===== config.mk =====
export PLATFORM = sky130hd
export DESIGN_NAME = rx_ctr_reporter
export DESIGN_NICKNAME = d
export VERILOG_FILES = /design/src/rtl/rx_ctr_reporter.sv
export SDC_FILE = /design/constraint.sdc
export NUM_CORES = 2
export LEC_CHECK = 0
export BUFFER_PORTS_ARGS = -buffer_cell sky130_fd_sc_hd__buf_2
export CAP_MARGIN = 20
export CELL_PAD_IN_SITES_DETAIL_PLACEMENT = 0
export CELL_PAD_IN_SITES_GLOBAL_PLACEMENT = 1
export CORE_ASPECT_RATIO = 0.6
export CORE_MARGIN = 2
export CORE_UTILIZATION = 42
export CTS_BUF_LIST = sky130_fd_sc_hd__clkbuf_4 sky130_fd_sc_hd__clkbuf_8
export DETAILED_ROUTE_END_ITERATION = 12
export GPL_ROUTABILITY_DRIVEN = 1
export PLACE_DENSITY_LB_ADDON = 0.12
export REMOVE_ABC_BUFFERS = 1
export SYNTH_ARGS = -nofsm -noshare
export SYNTH_HDL_FRONTEND = slang
export SYNTH_SLANG_ARGS = --single-unit

===== constraint.sdc =====
create_clock -name clk -period 3.55 [get_ports clk]
set_clock_uncertainty 0.05 [all_clocks]
set_input_delay 0.5325 -clock clk [delete_from_list [all_inputs] [get_ports clk]]
set_output_delay 0.5325 -clock clk [all_outputs]
set_load 0.02 [all_outputs]

===== src/rtl/rx_ctr_reporter.sv =====
// Snapshots the per-port rx packet counters and streams them as a framed 64-bit AXI-stream report.
// Optional RX_CTR_DELTA_EN: beats carry (snapshot - previous snapshot) instead of absolute values.
module rx_ctr_reporter #(
    parameter int NUM_PORTS     = 2,
    parameter int PERIOD_CYCLES = 250000000,
    parameter int PW            = 32
) (
    input  logic                    clk,
    input  logic                    resetn,
    input  logic                    enable,
    input  logic                    trigger,
    input  logic [64*NUM_PORTS-1:0] bad_packets_in,
    input  logic [64*NUM_PORTS-1:0] fd_packets_in,
    input  logic [64*NUM_PORTS-1:0] md_packets_in,
    input  logic [64*NUM_PORTS-1:0] fc_packets_in,
    input  logic [64*NUM_PORTS-1:0] oth_packets_in,
    output logic [63:0]             axis_out_tdata,
    output logic                    axis_out_tvalid,
    output logic                    axis_out_tlast,
    input  logic                    axis_out_tready,
    output logic                    busy,
    output logic [31:0]             report_seq,
    output logic [31:0]             dropped_triggers
);

    localparam int NUM_CTRS = 5 * NUM_PORTS;
    localparam int IW       = $clog2(NUM_CTRS);
    localparam logic [IW-1:0] LAST_IDX   = IW'(NUM_CTRS - 1);
    localparam logic [PW-1:0] TIMER_LAST = PW'(PERIOD_CYCLES - 1);
`ifdef RX_CTR_DELTA_EN
    localparam logic [7:0] HDR_FLAGS = 8'h01;
`else
    localparam logic [7:0] HDR_FLAGS = 8'h00;
`endif

    typedef enum logic [1:0] {
        ST_IDLE   = 2'd0,
        ST_SNAP   = 2'd1,
        ST_HEADER = 2'd2,
        ST_SEND   = 2'd3
    } state_t;

    state_t          state_r;
    state_t          state_s;
    logic [PW-1:0]   timer_r;
    logic [IW-1:0]   idx_r;
    logic [IW-1:0]   next_idx_s;
    logic [63:0]     snap_r [NUM_CTRS];
`ifdef RX_CTR_DELTA_EN
    logic [63:0]     prev_r [NUM_CTRS];
`endif
    logic [63:0]     beat_data_s;
    logic [63:0]     tdata_r;
    logic            tvalid_r;
    logic            tlast_r;
    logic            busy_r;
    logic [31:0]     seq_r;
    logic [31:0]     dropped_r;
    logic            expire_s;
    logic            req_s;
    logic            hs_s;
    logic            last_s;

    assign expire_s = enable & (timer_r == TIMER_LAST);
    assign req_s    = trigger | expire_s;
    assign hs_s     = tvalid_r & axis_out_tready;
    assign last_s   = (idx_r == LAST_IDX);

    assign axis_out_tdata   = tdata_r;
    assign axis_out_tvalid  = tvalid_r;
    assign axis_out_tlast   = tlast_r;
    assign busy             = busy_r;
    assign report_seq       = seq_r;
    assign dropped_triggers = dropped_r;

    // Period timer: free-runs while enabled, reloads after the expiry cycle.
    always_ff @(posedge clk or negedge resetn) begin
        if (!resetn) begin
            timer_r <= '0;
        end else if (!enable || expire_s) begin
            timer_r <= '0;
        end else begin
            timer_r <= timer_r + {{(PW-1){1'b0}}, 1'b1};
        end
    end

    // FSM state register.
    always_ff @(posedge clk or negedge resetn) begin
        if (!resetn) begin
            state_r <= ST_IDLE;
        end else begin
            state_r <= state_s;
        end
    end

    // FSM next-state logic.
    always_comb begin
        state_s = state_r;
        case (state_r)
            ST_IDLE:   if (req_s) state_s = ST_SNAP; else state_s = ST_IDLE;
            ST_SNAP:   state_s = ST_HEADER;
            ST_HEADER: if (hs_s) state_s = ST_SEND; else state_s = ST_HEADER;
            ST_SEND:   if (hs_s && last_s) state_s = ST_IDLE; else state_s = ST_SEND;
            default:   state_s = ST_IDLE;
        endcase
    end

    // Index and payload of the beat to present after the current handshake.
    always_comb begin
        next_idx_s = '0;
        case (state_r)
            ST_SEND: if (last_s) next_idx_s = '0; else next_idx_s = idx_r + {{(IW-1){1'b0}}, 1'b1};
            default: next_idx_s = '0;
        endcase
`ifdef RX_CTR_DELTA_EN
        beat_data_s = snap_r[next_idx_s] - prev_r[next_idx_s];
`else
        beat_data_s = snap_r[next_idx_s];
`endif
    end

    // Snapshot bank(s): every counter captured in the single SNAP cycle, order port-major bad/fd/md/fc/oth.
    always_ff @(posedge clk or negedge resetn) begin
        if (!resetn) begin
            for (int i = 0; i < NUM_CTRS; i++) begin
                snap_r[i] <= 64'd0;
`ifdef RX_CTR_DELTA_EN
                prev_r[i] <= 64'd0;
`endif
            end
        end else if (state_r == ST_SNAP) begin
            for (int p = 0; p < NUM_PORTS; p++) begin
                snap_r[5*p+0] <= bad_packets_in[64*p +: 64];
                snap_r[5*p+1] <= fd_packets_in[64*p +: 64];
                snap_r[5*p+2] <= md_packets_in[64*p +: 64];
                snap_r[5*p+3] <= fc_packets_in[64*p +: 64];
                snap_r[5*p+4] <= oth_packets_in[64*p +: 64];
            end
`ifdef RX_CTR_DELTA_EN
            for (int i = 0; i < NUM_CTRS; i++) begin
                prev_r[i] <= snap_r[i];
            end
`endif
        end
    end

    // Stream output registers; held while stalled, so tvalid never follows tready combinationally.
    always_ff @(posedge clk or negedge resetn) begin
        if (!resetn) begin
            tdata_r  <= 64'd0;
            tvalid_r <= 1'b0;
            tlast_r  <= 1'b0;
            idx_r    <= '0;
            seq_r    <= 32'd0;
        end else begin
            case (state_r)
                ST_IDLE: begin
                    tvalid_r <= 1'b0;
                    tlast_r  <= 1'b0;
                end
                ST_SNAP: begin
                    seq_r    <= seq_r + 32'd1;
                    tdata_r  <= {16'hC7A5, 8'(NUM_PORTS), HDR_FLAGS, seq_r + 32'd1};
                    tvalid_r <= 1'b1;
                    tlast_r  <= 1'b0;
                    idx_r    <= '0;
                end
                ST_HEADER: begin
                    if (hs_s) begin
                        tdata_r <= beat_data_s;
                        tlast_r <= 1'b0;
                    end
                end
                ST_SEND: begin
                    if (hs_s) begin
                        if (last_s) begin
                            tvalid_r <= 1'b0;
                            tlast_r  <= 1'b0;
                        end else begin
                            idx_r   <= next_idx_s;
                            tdata_r <= beat_data_s;
                            tlast_r <= (next_idx_s == LAST_IDX);
                        end
                    end
                end
                default: begin
                    tvalid_r <= 1'b0;
                    tlast_r  <= 1'b0;
                end
            endcase
        end
    end

    // Busy flag and saturating count of requests that arrive outside IDLE.
    always_ff @(posedge clk or negedge resetn) begin
        if (!resetn) begin
            busy_r    <= 1'b0;
            dropped_r <= 32'd0;
        end else begin
            busy_r <= (state_s != ST_IDLE);
            if (req_s && (state_r != ST_IDLE) && (dropped_r != 32'hFFFF_FFFF)) begin
                dropped_r <= dropped_r + 32'd1;
            end
        end
    end

endmodule


# == After elaboration in Yosys (flattened, before gate mapping) ==
# Cells that the tools add are included.
# totals
regBits,809
word_cells,79
output_inout_bits,131
inputBits,645
# classes
magnitude_cmp,1
bitwise,4
n_addsub,4
reduce_logical,16
n_eq_ne,11
n_mux,24
# op_table
operator,n
2-to-1 mux 64 bit,5
binary-select mux 64 bit (select 4 bit),1
case mux 64 bit (3 select lines),1
"adder 32 x 1 -> 32 bit, second input constant",3
"== test 32 x 28 -> 1 bit, second input constant",1
2-to-1 mux 32 bit,1
"inequality test 32 bit, second input constant",1
2-to-1 mux 4 bit,4
"== test 4 bit, second input constant",2
"inequality test 2 bit, second input constant",4
case mux 2 bit (4 select lines),1
case mux 4 bit (2 select lines),1
2-to-1 mux 1 bit,7
case mux 1 bit (3 select lines),2
AND reduction 3 bit,2
nonzero test 2 bit,3
nonzero test 3 bit,2
">= comparator 5 bit, second input constant",1
NOT 4 -> 5 bit,1
"adder 4 x 1 -> 4 bit, second input constant",1
"== test 2 bit, second input constant",2
AND reduction 4 bit,1
logical AND 1 bit,3
AND 1 bit,2
8 further kinds,8

# == Longest topological paths before layout ==
# logic_depth
ltp_word,10
mapped_depth,12
mapped_depth_nobuf,8

# == Least setup slack after synthesis ==
# Ideal clock, no wire load.
# synth_path
path_type,register to register
from,reg idx_r[0]
to,reg tdata_r[52] (netlist: axis_out_tdata[52])
setup_time_ns,0.138
path_buffers,3
arrival_time_ns,2.298
period_less_slack_ns,2.486
required_time_ns,3.362
path_stages_with_launch,10
slack_ns,1.064
cell_sequence,dfrtp_1 ha_1 and3b_1 buf_2 nor3_1 buf_4 buf_4 mux4_2 a22oi_1 o211ai_1
# synth_via
elab_chain_len,10
elab_cells_between_ends,14
classes_between,1 x add/sub; 2 x eq/ne; 9 x mux; 1 x bitwise; 1 x reduce/logical
# synth_rtl
element,line,rtl
from (decl),46,logic [IW-1:0] idx_r;
from (signal assigned),180,idx_r <= next_idx_s;
adder 4 x 1 -> 4 bit / == test 4 bit (equally long branches),"112, 67",
2-to-1 mux 4 bit,112,"ST_SEND: if (last_s) next_idx_s = '0; else next_idx_s = idx_r + {{(IW-1){1'b0}}, 1'b1};"
2-to-1 mux 4 bit,111,case (state_r)
NOT 4 -> 5 bit (not written as such),118,beat_data_s = snap_r[next_idx_s];
binary-select mux 64 bit (select 4 bit),118,
2-to-1 mux 64 bit (not written as such) (2 in series),118,
2-to-1 mux 64 bit,176,if (last_s) begin
2-to-1 mux 64 bit,175,if (hs_s) begin
case mux 64 bit (3 select lines),156,case (state_r)
to (signal assigned),163,"tdata_r <= {16'hC7A5, 8'(NUM_PORTS), HDR_FLAGS, seq_r + 32'd1};"
to (signal assigned),170,tdata_r <= beat_data_s;
to (signal assigned),181,tdata_r <= beat_data_s;
to (decl),53,logic [63:0] tdata_r;
# Several ways; a longest one is shown, not always the timed one. The select of a mux whose other input is x is not followed.
# A chain may end at the register's enable or synchronous reset.

# == Worst setup path after layout ==
# layout_path
from,reg idx_r[0]
to,reg tdata_r[29] (netlist: axis_out_tdata[29])
# Same word-level chain as after synthesis.

==> results.cfg <==
[drt]
firstDrtPassIters = 8
routedWlPerCell_um = 20.6
route.detailed.drc = 0
vias = 35705
drtIter0Drc = 2908
drt-vias-per-instance = 5.18
ant_nets = 0
drt-total-wl_um = 142000

[layout]
final_common_cell = nand2_1
drive_above_1_share_pct = 20.7
syn_to_final_growth_pct = 39.3
post-route-util_pct = 58.9
layout.nets = 6272
layout_common_cells = nand2_1 (2,128), dfrtp_1 (808), buf_2 (774)

[logic_synthesis]
yosys.cell_types.count = 68
yosysSeqAreaShare_pct = 54.7
synth_seq_cells = 809
yosysWarnings = 0
synth_edf_count = 0
synthesis.area_mm2 = 0.0370
synth-main-ff-cell = dfrtp_1
syn_area_per_cell_um2 = 8.71
synth_cells = 4249
async_flop_share_pct = 100

[power]
powerDensity_mw_per_mm2 = 741
netSwitchingPower_mw = 15.0
intPower_mw = 23.2
ir_drop_mv = 0.675
p_leak_nw = 25.0
pwr-share-seq_pct = 39.5
comb_power_share_pct = 37.7
clockPowerShare_pct = 22.8
netSwitchingFraction_pct = 39.2

[timing]
fin_crit_ps = 3260
hold_viol_final = 0
fin_crit_sh_pct = 92.0
setup_viol_count_final = 0
worst_pin_slew_ps = 1090
slew_headroom_pct = 27.0
timing.setup.tns_ps = 0
final-max-slew-violation-count = 0
rsz0062_at_grt = false
max_freq_mhz = 306

[die]
die-area_mm2 = 0.0906
initial_core_util_pct = 42.3
chipHeight_um = 234
core_area_mm2 = 0.0874
rows = 84
boundaryPins = 776
die_w_um = 387

[run]
maxCapViolCount = 0

[placement]
gp_congestion = 0.868
numPortBuffers = 775
dpl.hpwl_um = 94900

[global_routing]
grt_overflow = 0
antenna_found_initial = 9
grt_pass1_wl_um = 212000
grt_pass1_vias = 35907
grt_max_degree = 170
grtUsageTotal_pct = 30.6

[worst_setup_path]
cp_max_fo = 9
cp-start-kind = flip-flop
worstPathRequired_ps = 4140
worstSetupPathType = reg2reg
crit_arrival_ps = 3860
setup.worst_path.end_class = flip-flop

[clocking]
cts_tree = yes
clock_latency_ps = 820
clock_path_buffers = 3
clock_sinks = 809
cts_buffers = 133
htreeDepth = 4
ctsResizeCount = 0
clock-root-buffer = clkbuf_8
clk_pin_slew_ps = 60

[min_path]
hp-class = in2reg

[outcome]
outcome = finished, final reports clean
-- final timing paths --
path	startpoint	to	slack (ps)	cells past startpoint
max	idx_r[0]$_DFFE_PN0P_	axis_out_tdata[29]$_DFFE_PN0P_	290	7
min	trigger	state_r[0]$_DFF_PN0_	150	3
max reg2reg	idx_r[0]$_DFFE_PN0P_	axis_out_tdata[29]$_DFFE_PN0P_	290	7
min reg2reg	snap_r[354]$_DFFE_PN0P_	snap_r[354]$_DFFE_PN0P_	420	2
max in group asynchronous	resetn	timer_r[5]$_DFF_PN0_	1990	3
min in group asynchronous	resetn	snap_r[503]$_DFFE_PN0P_	200	2
-- metal layers --
layer / wire (um) / GRT usage [%]
met4: 7820 / 17.8
met2: 63100 / 45.8
met1: 62900 / 42.4
met5: 27 / 0
met3: 7960 / 5.06
-- state kept, by name, indices dropped and copies added, names as in the netlist --
signal,cells
timer_r,32
idx_r,4
report_seq,32
axis_out_tvalid,1
dropped_triggers,32
state_r,2
axis_out_tdata,64
busy,1
snap_r,640
axis_out_tlast,1
-- cell usage after synthesis (all sizes together) (24+ instances only) --
library cell	count	area share (%)
o211ai	24	0.49
xor2	65	1.5
dfrtp	809	55
nor3	38	0.54
clkbuf	174	1.8
buf	100	1.4
o21ai	63	0.86
xnor2	55	1.3
and3	25	0.42
nand3	113	1.5
o22ai	44	0.78
a221o	46	1.2
mux2i	110	3.0
nand2	2131	22
mux4	24	1.5
a21oi	48	0.66
nand4	29	0.52
nor2	130	1.4
-- per-stage QoR --
step,cell area (um2),hold slack [ps],setup slack (ps),cells,power [mW]
after CTS,51500,57.2,352,6885,38.3
after global placement,42300,400,440,6005,28.8
after floorplan,35800,187,-25210,3975,24.7
after detailed placement,42300,406,379,6005,28.9
final,51500,153,285,6892,38.2
after global routing,51500,139,175,6888,40.7
-- critical path, cell delays in order (launching register included) --
cell and delay [ps]:
dfrtp_4 530, ha_1 240, nand3b_1 280, nand2_1 300
nor2_2 710, nand2_1 580, o221ai_1 330, a211oi_1 80
-- power groups by stage --
stage	logic [mW]	registers (mW)	clock network [mW]
2_1_floorplan	9.74	15.0	0
3_3_place_gp	13.6	15.2	0
3_5_place_dp	13.8	15.1	0
4_1_cts	14.4	15.0	8.89
5_1_grt	15.9	15.4	9.30
6_report	14.4	15.1	8.72
-- cells by family after synthesis --
| family | after synthesis | share of synthesized area [%] |
|---|---|---|
| and+or+nand+nor | 2525 | 27.2 |
| muxes | 147 | 4.83 |
| AOI/OAI and AO/OA | 362 | 7.01 |
| DFF | 809 | 54.7 |
| buffers and inverters | 281 | 3.21 |
| xor gates and xnor gates | 120 | 2.84 |
| adders and majority gates | 5 | 0.169 |
-- area by class of cell --
class,instances,area (um2)
Fill cell,7924,35900
Tap cell,1161,1450
Clock inverter,29,204
Sequential cell,809,20200
Clock buffer,208,2600
Multi-Input combinational cell,3159,15700
Inverter,7,28.8
Timing Repair Buffer,1512,11300
Antenna cell,7,17.5
-- timing repair --
item                                    CTS  global route
hold buffers                            643             0
endpoints found under the hold margin   694             0
buffers inserted                          0             0
endpoints found under the setup margin    0             0
Power figures use the tool's default switching activity.
